File: config.mk
export PLATFORM = sky130hd
export DESIGN_NAME = br_redirect
export DESIGN_NICKNAME = d
export VERILOG_FILES = /design/src/rtl/br_redirect.sv
export SDC_FILE = /design/constraint.sdc
export NUM_CORES = 1
export LEC_CHECK = 0
export ABC_AREA = 1
export BUFFER_PORTS_ARGS = -buffer_cell sky130_fd_sc_hd__buf_2
export CORE_AREA = 2 2 98 100
export CTS_CLUSTER_DIAMETER = 40
export DETAILED_ROUTE_END_ITERATION = 6
export DIE_AREA = 0 0 100 102
export GPL_TIMING_DRIVEN = 0
export HOLD_SLACK_MARGIN = 0.15
export PLACE_DENSITY = 0.79
export SLEW_MARGIN = 20
export SYNTH_ARGS = -nofsm -noshare
export SYNTH_HDL_FRONTEND = slang
export SYNTH_SLANG_ARGS = --single-unit
File: constraint.sdc
create_clock -name clk_in -period 2.51 [get_ports clk_in]
set_input_delay 0.1255 -clock clk_in [delete_from_list [all_inputs] [get_ports clk_in]]
set_output_delay 0.1255 -clock clk_in [all_outputs]
set_load 0.05 [all_outputs]
File: src/rtl/br_redirect.sv
// Branch-resolution redirect unit: turns resolved EXE branch results into fetch redirects,
// flushes and (with BR_REDIRECT_MIS_CHK_EN) misaligned-target exceptions.
module br_redirect #(
    parameter int PC_SZ  = 32,
    parameter int CNT_SZ = 16
) (
    input  logic              clk_in,
    input  logic              reset_n_in,

    input  logic              res_valid,
    output logic              res_ready,
    input  logic [PC_SZ-1:0]  res_pc,
    input  logic [PC_SZ-1:0]  res_br_pc,
    input  logic [PC_SZ-1:0]  res_no_br_pc,
    input  logic              res_taken,
    input  logic              res_pred_taken,
    input  logic [PC_SZ-1:0]  res_pred_pc,

    output logic              flush_out,

    output logic              redir_valid,
    output logic [PC_SZ-1:0]  redir_pc,
    input  logic              redir_ready,

    output logic              exc_valid,
    output logic [PC_SZ-1:0]  exc_pc,
    output logic [PC_SZ-1:0]  exc_tval,
    input  logic              exc_ready,

    output logic [CNT_SZ-1:0] mispred_cnt,
    output logic [1:0]        state_dbg
);

    // Handshakes (res, redir, exc): a transfer happens on a rising edge where valid
    // and ready are both 1; a producer holds valid and payload stable until then.

    typedef enum logic [1:0] {
        ST_IDLE  = 2'd0,
        ST_REDIR = 2'd1,
        ST_EXC   = 2'd2
    } state_t;

    state_t            state;
    state_t            state_nxt;
    logic              accept;
    logic [PC_SZ-1:0]  target;
    logic              mispredict;
    logic              misalign;

    // res_ready is masked by reset so it reads 0 while reset is held.
    assign res_ready  = (state == ST_IDLE) && reset_n_in;
    assign accept     = res_valid && res_ready;
    assign target     = res_taken ? res_br_pc : res_no_br_pc;
    assign mispredict = (res_taken != res_pred_taken) ||
                        (res_taken && (res_br_pc != res_pred_pc));

`ifdef BR_REDIRECT_MIS_CHK_EN
    logic [PC_SZ-1:0] exc_pc_q;
    logic [PC_SZ-1:0] exc_tval_q;

    assign misalign  = res_taken && (res_br_pc[1:0] != 2'b00);
    assign exc_valid = (state == ST_EXC);
    assign exc_pc    = exc_pc_q;
    assign exc_tval  = exc_tval_q;

    always_ff @(posedge clk_in or negedge reset_n_in) begin
        if (!reset_n_in) begin
            exc_pc_q   <= '0;
            exc_tval_q <= '0;
        end else if (accept && misalign) begin
            exc_pc_q   <= res_pc;
            exc_tval_q <= res_br_pc;
        end
    end
`else
    // 2-byte aligned targets are legal here; res_pc only feeds the exception path.
    logic unused_res_pc;

    assign misalign      = 1'b0;
    assign exc_valid     = 1'b0;
    assign exc_pc        = '0;
    assign exc_tval      = '0;
    assign unused_res_pc = ^res_pc;
`endif

    assign redir_valid = (state == ST_REDIR);
    assign state_dbg   = state;

    always_comb begin
        state_nxt = state;
        case (state)
            ST_IDLE: begin
                if (accept && misalign) begin
                    state_nxt = ST_EXC;
                end else if (accept && mispredict) begin
                    state_nxt = ST_REDIR;
                end
            end
            ST_REDIR: begin
                if (redir_ready) begin
                    state_nxt = ST_IDLE;
                end
            end
            ST_EXC: begin
                if (exc_ready) begin
                    state_nxt = ST_IDLE;
                end
            end
            default: state_nxt = ST_IDLE;
        endcase
    end

    always_ff @(posedge clk_in or negedge reset_n_in) begin
        if (!reset_n_in) begin
            state       <= ST_IDLE;
            flush_out   <= 1'b0;
            redir_pc    <= '0;
            mispred_cnt <= '0;
        end else begin
            state     <= state_nxt;
            flush_out <= accept && (misalign || mispredict);
            // A misaligned target wins over a mispredict: no redirect, no count.
            if (accept && !misalign && mispredict) begin
                redir_pc <= target;
                if (mispred_cnt != {CNT_SZ{1'b1}}) begin
                    mispred_cnt <= mispred_cnt + 1'b1;
                end
            end
        end
    end

endmodule

==> impl_metrics.env, run 1 <==
export IMPL_port_buffers=152
export IMPL_netlist_instances=484
export IMPL_postCtsSetupRepairBufs=0
export IMPL_status="completed"
export IMPL_min_path_type="input port to flop"
export IMPL_root_buffer="clkbuf_8"
export IMPL_setup_slack_ns=0.339
export IMPL_dieArea_um2=10200
export IMPL_fp_dieW_um=100
export IMPL_clkSlewWorstSetupHoldPaths_ns=0.09
export IMPL_place_ws_ns=0.118
export IMPL_synthFlopType="dfrtp_1"
export IMPL_grt_overflow_total=0
export IMPL_fmax_mhz=461
export IMPL_power_density_nw_per_um2=576
export IMPL_synth_seq_cells=50
export IMPL_synth_async_reset_ratio_pct=100
export IMPL_core_area_um2=9110
export IMPL_synth_simple_area_share_pct=23.4
export IMPL_peakVddDrop_v=0.000278
export IMPL_fin_nets=879
export IMPL_ys_seq_area_share_pct=34.3
export IMPL_period_share_pct=86.5
export IMPL_tightest_slew_ns=0.902
export IMPL_clock_sinks=50
export IMPL_synth_cell_types=28
export IMPL_synth_warnings=0
export IMPL_hold_viol=0
export IMPL_synth_adder_area_share_pct=0.343
export IMPL_clock_path_buffers=2
export IMPL_wl_per_cell_um=12.1
export IMPL_worstHoldStart="res_no_br_pc[13]"
export IMPL_worstPathArrival_ns=2.33
export IMPL_grt_start_max_net_pins=29
export IMPL_io_pins=253
export IMPL_cp_startpoint="reset_n_in"
export IMPL_die_height_um=102
export IMPL_reg2reg_to="mispred_cnt[5]"
export IMPL_drc_errors=0
export IMPL_routed_wl_mm=10.3
export IMPL_diodes=0
export IMPL_syn_to_final_growth_pct=43.3
export IMPL_drt_pass1_iterations=4
export IMPL_hold_depth=3
export IMPL_grt_pass1_wl_mm=16.1
export IMPL_ant_nets=0
export IMPL_setup_viol_count_final=0
export IMPL_synth_xor_area_share_pct=5.28
export IMPL_crit_required_ns=2.67
export IMPL_synth_top_family_by_area="simple AND/OR/NAND/NOR gates"
export IMPL_drive_gt1_share_pct=32.7
export IMPL_worstReg2RegStart="mispred_cnt[0]"
export IMPL_syn_cell_area_um2=3650
export IMPL_grt_pass1_vias=3738
export IMPL_rrSetupSlack_ns=0.37
export IMPL_final_cell_area_um2=5230
export IMPL_rsz0062_at_grt="false"
export IMPL_p_leak_nw=3.15
export IMPL_clkLatencyLatePin_ns=0.29
export IMPL_via_per_inst=4.48
export IMPL_syn_area_per_cell_um2=7.55
export IMPL_grt_usage_pct=19.5
export IMPL_worstSetupStartpointType="input port"
export IMPL_ctsHtreeMaxLevel=2
export IMPL_synth_edf_count=0
export IMPL_maxSlewViolCount=0
export IMPL_cts_buffers_inserted=5
export IMPL_rows=35
export IMPL_dp_hpwl_mm=7.99
export IMPL_gp_congestion=0.911
export IMPL_cp_max_fo=28
export IMPL_end_kind="flop"
export IMPL_hold_path_end="redir_pc[13]"
export IMPL_drt_iter0_markers=134
export IMPL_fin_crit_ns=2.17
export IMPL_r2r_cells=8
export IMPL_start_util_pct=40.1
export IMPL_finish_utilization_pct=57.5
export IMPL_skew_ns=0.00883
export IMPL_cts_tree="yes"
export IMPL_yosys_mux_area_fraction_pct=8.77
export IMPL_crit_type="input port to flop"
export IMPL_synth_compound_area_share_pct=6.00
export IMPL_vias=3821
export IMPL_place_area_um2=4820
export IMPL_drv_cap=0
export IMPL_relSlewSlack_pct=39.9
export IMPL_antenna_found_initial=0
==> synthesized netlist by cell type, drive strengths merged (8+ instances only) <==
cell,number,area (um2)
nand2,138,521
buf,75,574
inv,51,191
dfrtp,50,1250
o21ai,39,195
mux2i,32,320
nor2,30,118
nand4,17,106
xor2,13,114
nand3,11,77.6
xnor2,9,78.8
clkbuf,8,31.3
==> power by group <==
part	internal, mW	total [mW]	switching (mW)	leakage [nW]
combinational	0.418	1.49	1.07	2.47
sequential	0.947	1.06	0.108	0.644
clock	0.213	0.467	0.254	0.0431
==> registers in the layout, indices dropped and copies added, names as in the netlist <==
register / flops
mispred_cnt: 16
redir_pc: 32
state_dbg: 1
flush_out: 1
==> area by class of cell <==
class / instances / area [um2]
sequential: 50 / 1250
fill: 824 / 3870
tap: 111 / 139
multi-input combinational: 365 / 1850
clock buffer: 6 / 82.6
inverter: 51 / 191
buffer: 83 / 606
timing repair buffer: 187 / 1120
==> logic make-up after synthesis <==
group | after synthesis
AND/OR/NAND/NOR | 202
flip-flops | 50
multiplexers | 32
buffers and inverters | 134
AO/OA/AOI/OAI | 42
XOR/XNOR | 22
other | 1
adder cells (fa/ha/maj) | 1
==> worst max-delay path: stages <==
cell and delay, ns:
dlygate4sd3_1 0.52, buf_2 0.13, buf_12 0.19, inv_1 0.06, nor2_1 0.12, o211a_1 0.18
clkbuf_1 0.39, nand2_2 0.15, buf_6 0.18, buf_6 0.14, nand2_1 0.05, o21ai_0 0.08
==> cell usage in the layout, fill, tap and decap left out <==
cell           instances
and3_1                 1
buf_1                  1
buf_12                 1
buf_2                153
buf_4                 70
buf_6                  4
clkbuf_1               7
clkbuf_2               1
clkbuf_8               6
conb_1                66
dfrtp_1               50
dlygate4sd3_1         33
ha_1                   1
inv_1                 51
mux2i_1               32
nand2_1              137
nand2_2                1
nand3_1                8
nand3_2                2
nand3_4                1
nand4_1               17
nor2_1                28
nor2_2                 2
nor3_1                 3
o211a_1                1
o21ai_0               25
o21ai_1               14
o21bai_1               1
o22ai_1                1
or2_2                  2
xnor2_1                9
xor2_1                13
==> timing repair <==
item,in CTS,in global routing
hold endpoints to repair,47,1
gates resized for setup,0,0
setup endpoints to repair,0,0
hold buffers,33,1
==> how the worst max path moves through the flow <==
stage	end	cells past startpoint	slack (ns)
final	redir_pc[16]	12	0.34
after global routing	mispred_cnt[13]	10	0.1
after CTS	redir_pc[14]	12	0.36
after detailed placement	redir_pc[11]	9	0.12
after global placement	redir_pc[15]	10	-0.005
after floorplan	redir_pc[12]	8	0.03
==> per-stage QoR <==
stage,power (mW),setup TNS (ns),hold slack (ns),instances
2_1_floorplan,2.15,0,-0.170,549
3_3_place_gp,2.48,-0.0100,0.312,812
3_5_place_dp,2.51,0,0.145,813
4_1_cts,3.02,0,0.151,852
5_1_grt,3.17,0,0.154,853
6_report,3.01,0,0.149,853
==> per-layer routing <==
layer	routed length, um	GRT usage (%)	vias up	part of all wire (%)
li1	-	-	1909	-
met1	4140	21.9	1734	40
met2	5320	37.1	158	52
met3	643	3.90	20	6.2
met4	216	6.22	0	2.1
met5	0	0	-	0
Power figures use the tool's default switching activity.
==> run 2: changes to the inputs <==
--- a/config.mk
+++ b/config.mk
@@ -7,13 +7,14 @@
 export LEC_CHECK = 0
 export ABC_AREA = 1
 export BUFFER_PORTS_ARGS = -buffer_cell sky130_fd_sc_hd__buf_2
-export CORE_AREA = 2 2 98 100
+export CORE_ASPECT_RATIO = 0.6
+export CORE_MARGIN = 1
+export CORE_UTILIZATION = 46
 export CTS_CLUSTER_DIAMETER = 40
 export DETAILED_ROUTE_END_ITERATION = 6
-export DIE_AREA = 0 0 100 102
 export GPL_TIMING_DRIVEN = 0
 export HOLD_SLACK_MARGIN = 0.15
-export PLACE_DENSITY = 0.79
+export PLACE_DENSITY = 0.89
 export SLEW_MARGIN = 20
 export SYNTH_ARGS = -nofsm -noshare
 export SYNTH_HDL_FRONTEND = slang
==> run 2 against run 1 <==
  * Clock-buffer cell count unchanged
  * Clock skew down 0.0061 ns
  * Die area down 19%
  * Non-clock buffer count down 12
  * Setup slack better by 0.018 ns
  * Via count down 0.47%
  * Critical endpoint is now mispred_cnt[14]
==> impl_metrics.env, run 2 (same netlist as run 1, synthesis figures left out) <==
export IMPL_cp_max_fo=10
export IMPL_wl_per_cell_um=13.0
export IMPL_port_buffers=152
export IMPL_r2r_cells=8
export IMPL_crit_path_end="mispred_cnt[14]"
export IMPL_start_util_pct=48.8
export IMPL_hold_viol=0
export IMPL_whs_ns=0.150
export IMPL_power_mw=3.45
export IMPL_clock_path_buffers=2
export IMPL_diodes=0
export IMPL_rows=24
export IMPL_min_path_type="input port to flop"
export IMPL_final_common_cell="buf_2"
export IMPL_largest_reg_flops=32
export IMPL_p_leak_nw=3.16
export IMPL_routed_wl_mm=10.9
export IMPL_grt_usage_pct=27.1
export IMPL_antenna_found_initial=0
export IMPL_root_buffer="clkbuf_16"
export IMPL_worstSetupStartpointType="flop"
export IMPL_top_register="redir_pc"
export IMPL_core_area_um2=7480
export IMPL_skew_ns=0.00269
export IMPL_ctsHtreeMaxLevel=2
export IMPL_dp_hpwl_mm=8.51
export IMPL_gp_congestion=0.883
export IMPL_drive_gt1_share_pct=33.2
export IMPL_grt_start_max_net_pins=52
export IMPL_final_cell_mix="buf_2, nand2_1, buf_4"
export IMPL_worstPathArrival_ns=2.33
export IMPL_setup_viol_count_final=0
export IMPL_crit_type="flop to flop"
export IMPL_io_pins=253
export IMPL_via_per_inst=4.55
export IMPL_syn_to_final_growth_pct=43.2
export IMPL_hold_depth=3
export IMPL_crit_required_ns=2.69
export IMPL_largestRegisters="redir_pc (32), mispred_cnt (16)"
export IMPL_cts_tree="yes"
export IMPL_fmax_mhz=464
export IMPL_fin_crit_ns=2.15
export IMPL_clkLatencyLatePin_ns=0.29
export IMPL_vias=3803
export IMPL_status="completed"
export IMPL_placedCellCount=805
export IMPL_drt_pass1_iterations=4
export IMPL_dieArea_um2=8310
export IMPL_power_density_nw_per_um2=659
export IMPL_clkSlewWorstSetupHoldPaths_ns=0.07
export IMPL_fp_dieW_um=117
export IMPL_fin_nets=867
export IMPL_rrSetupSlack_ns=0.36
export IMPL_cts_buffers_inserted=5
export IMPL_maxSlewViolCount=0
export IMPL_period_share_pct=85.8
export IMPL_setup_tns_ns=0
export IMPL_drv_cap=0
export IMPL_fin_cells=836
export IMPL_ant_nets=0
export IMPL_worstReg2RegStart="mispred_cnt[0]"
export IMPL_reg2reg_to="mispred_cnt[14]"
export IMPL_relSlewSlack_pct=46.9
export IMPL_clock_sinks=50
export IMPL_end_kind="flop"
export IMPL_rsz0062_at_grt="false"
export IMPL_grt_pass1_vias=3671
export IMPL_drc_errors=0
export IMPL_setup_slack_ns=0.357
export IMPL_die_height_um=71.0
export IMPL_grt_pass1_wl_mm=17.4
export IMPL_tightest_slew_ns=0.796
export IMPL_drt_iter0_markers=236
export IMPL_cp_startpoint="mispred_cnt[0]"
export IMPL_place_ws_ns=0.274
export IMPL_grt_overflow_total=0
export IMPL_peakVddDrop_v=0.000408
-- run 2: cell count changes in the layout (fill, tap and decap cells not counted), sizes merged --
cell         before  now
dlygate4sd3      33   24
bufinv            0    2
buf             229  226
-- run 2: per-stage QoR --
stage | utilization [%] | cell area, um2
finish | 70.0 | 5230
floorplan | - | 3900
detailed placement | 64.1 | 4790
global placement | 64.0 | 4790
global route | 70.0 | 5230
CTS | 69.9 | 5230
-- run 2: how the worst min path moves through the flow --
stage / endpoint / slack, ns / startpoint
after floorplan: flush_out / -0.17 / reset_n_in
after global placement: state_dbg[0] / 0.30 / redir_ready
after detailed placement: mispred_cnt[0] / 0.20 / reset_n_in
after CTS: redir_pc[18] / 0.15 / res_no_br_pc[18]
after global routing: redir_pc[15] / 0.17 / res_no_br_pc[15]
final: redir_pc[14] / 0.15 / res_no_br_pc[14]
-- run 2: routing by layer --
metal | part of all wire [%] | vias up | routed length (um) | GRT usage [%]
li1 | - | 1890 | - | -
met1 | 42 | 1757 | 4520 | 32.6
met2 | 51 | 144 | 5510 | 49.5
met3 | 7.0 | 12 | 761 | 6.51
met4 | 0.70 | 0 | 76 | 5.06
met5 | 0 | - | 0 | 0
-- run 2: worst max-delay path: stages (launching register included) --
cell and delay (ns):
dfrtp_1 0.47, ha_1 0.23, nand3_1 0.15, nor2_2 0.22, and3_1 0.24, nand3_2 0.18
clkbuf_1 0.30, nand4_1 0.18, nand2_1 0.07
-- run 2: report_power, final --
group | switching (mW) | total (mW) | internal, mW
clock | 0.306 | 0.904 | 0.599
combinational | 1.07 | 1.48 | 0.405
sequential | 0.115 | 1.06 | 0.948
-- run 2: timing repair --
action,4_1_cts,5_1_grt
setup buffers,0,0
endpoints found under the hold margin,70,0
endpoints found under the setup margin,0,43
hold buffers,24,0
resized for setup,0,2
-- run 2: cell type report --
class / count / area (um2)
sequential: 50 / 1250
clock inverter: 2 / 60.1
timing repair buffer: 176 / 1010
clock buffer: 6 / 139
buffer: 82 / 602
tap: 104 / 130
fill: 630 / 2250
multi-input combinational: 365 / 1850
inverter: 51 / 191
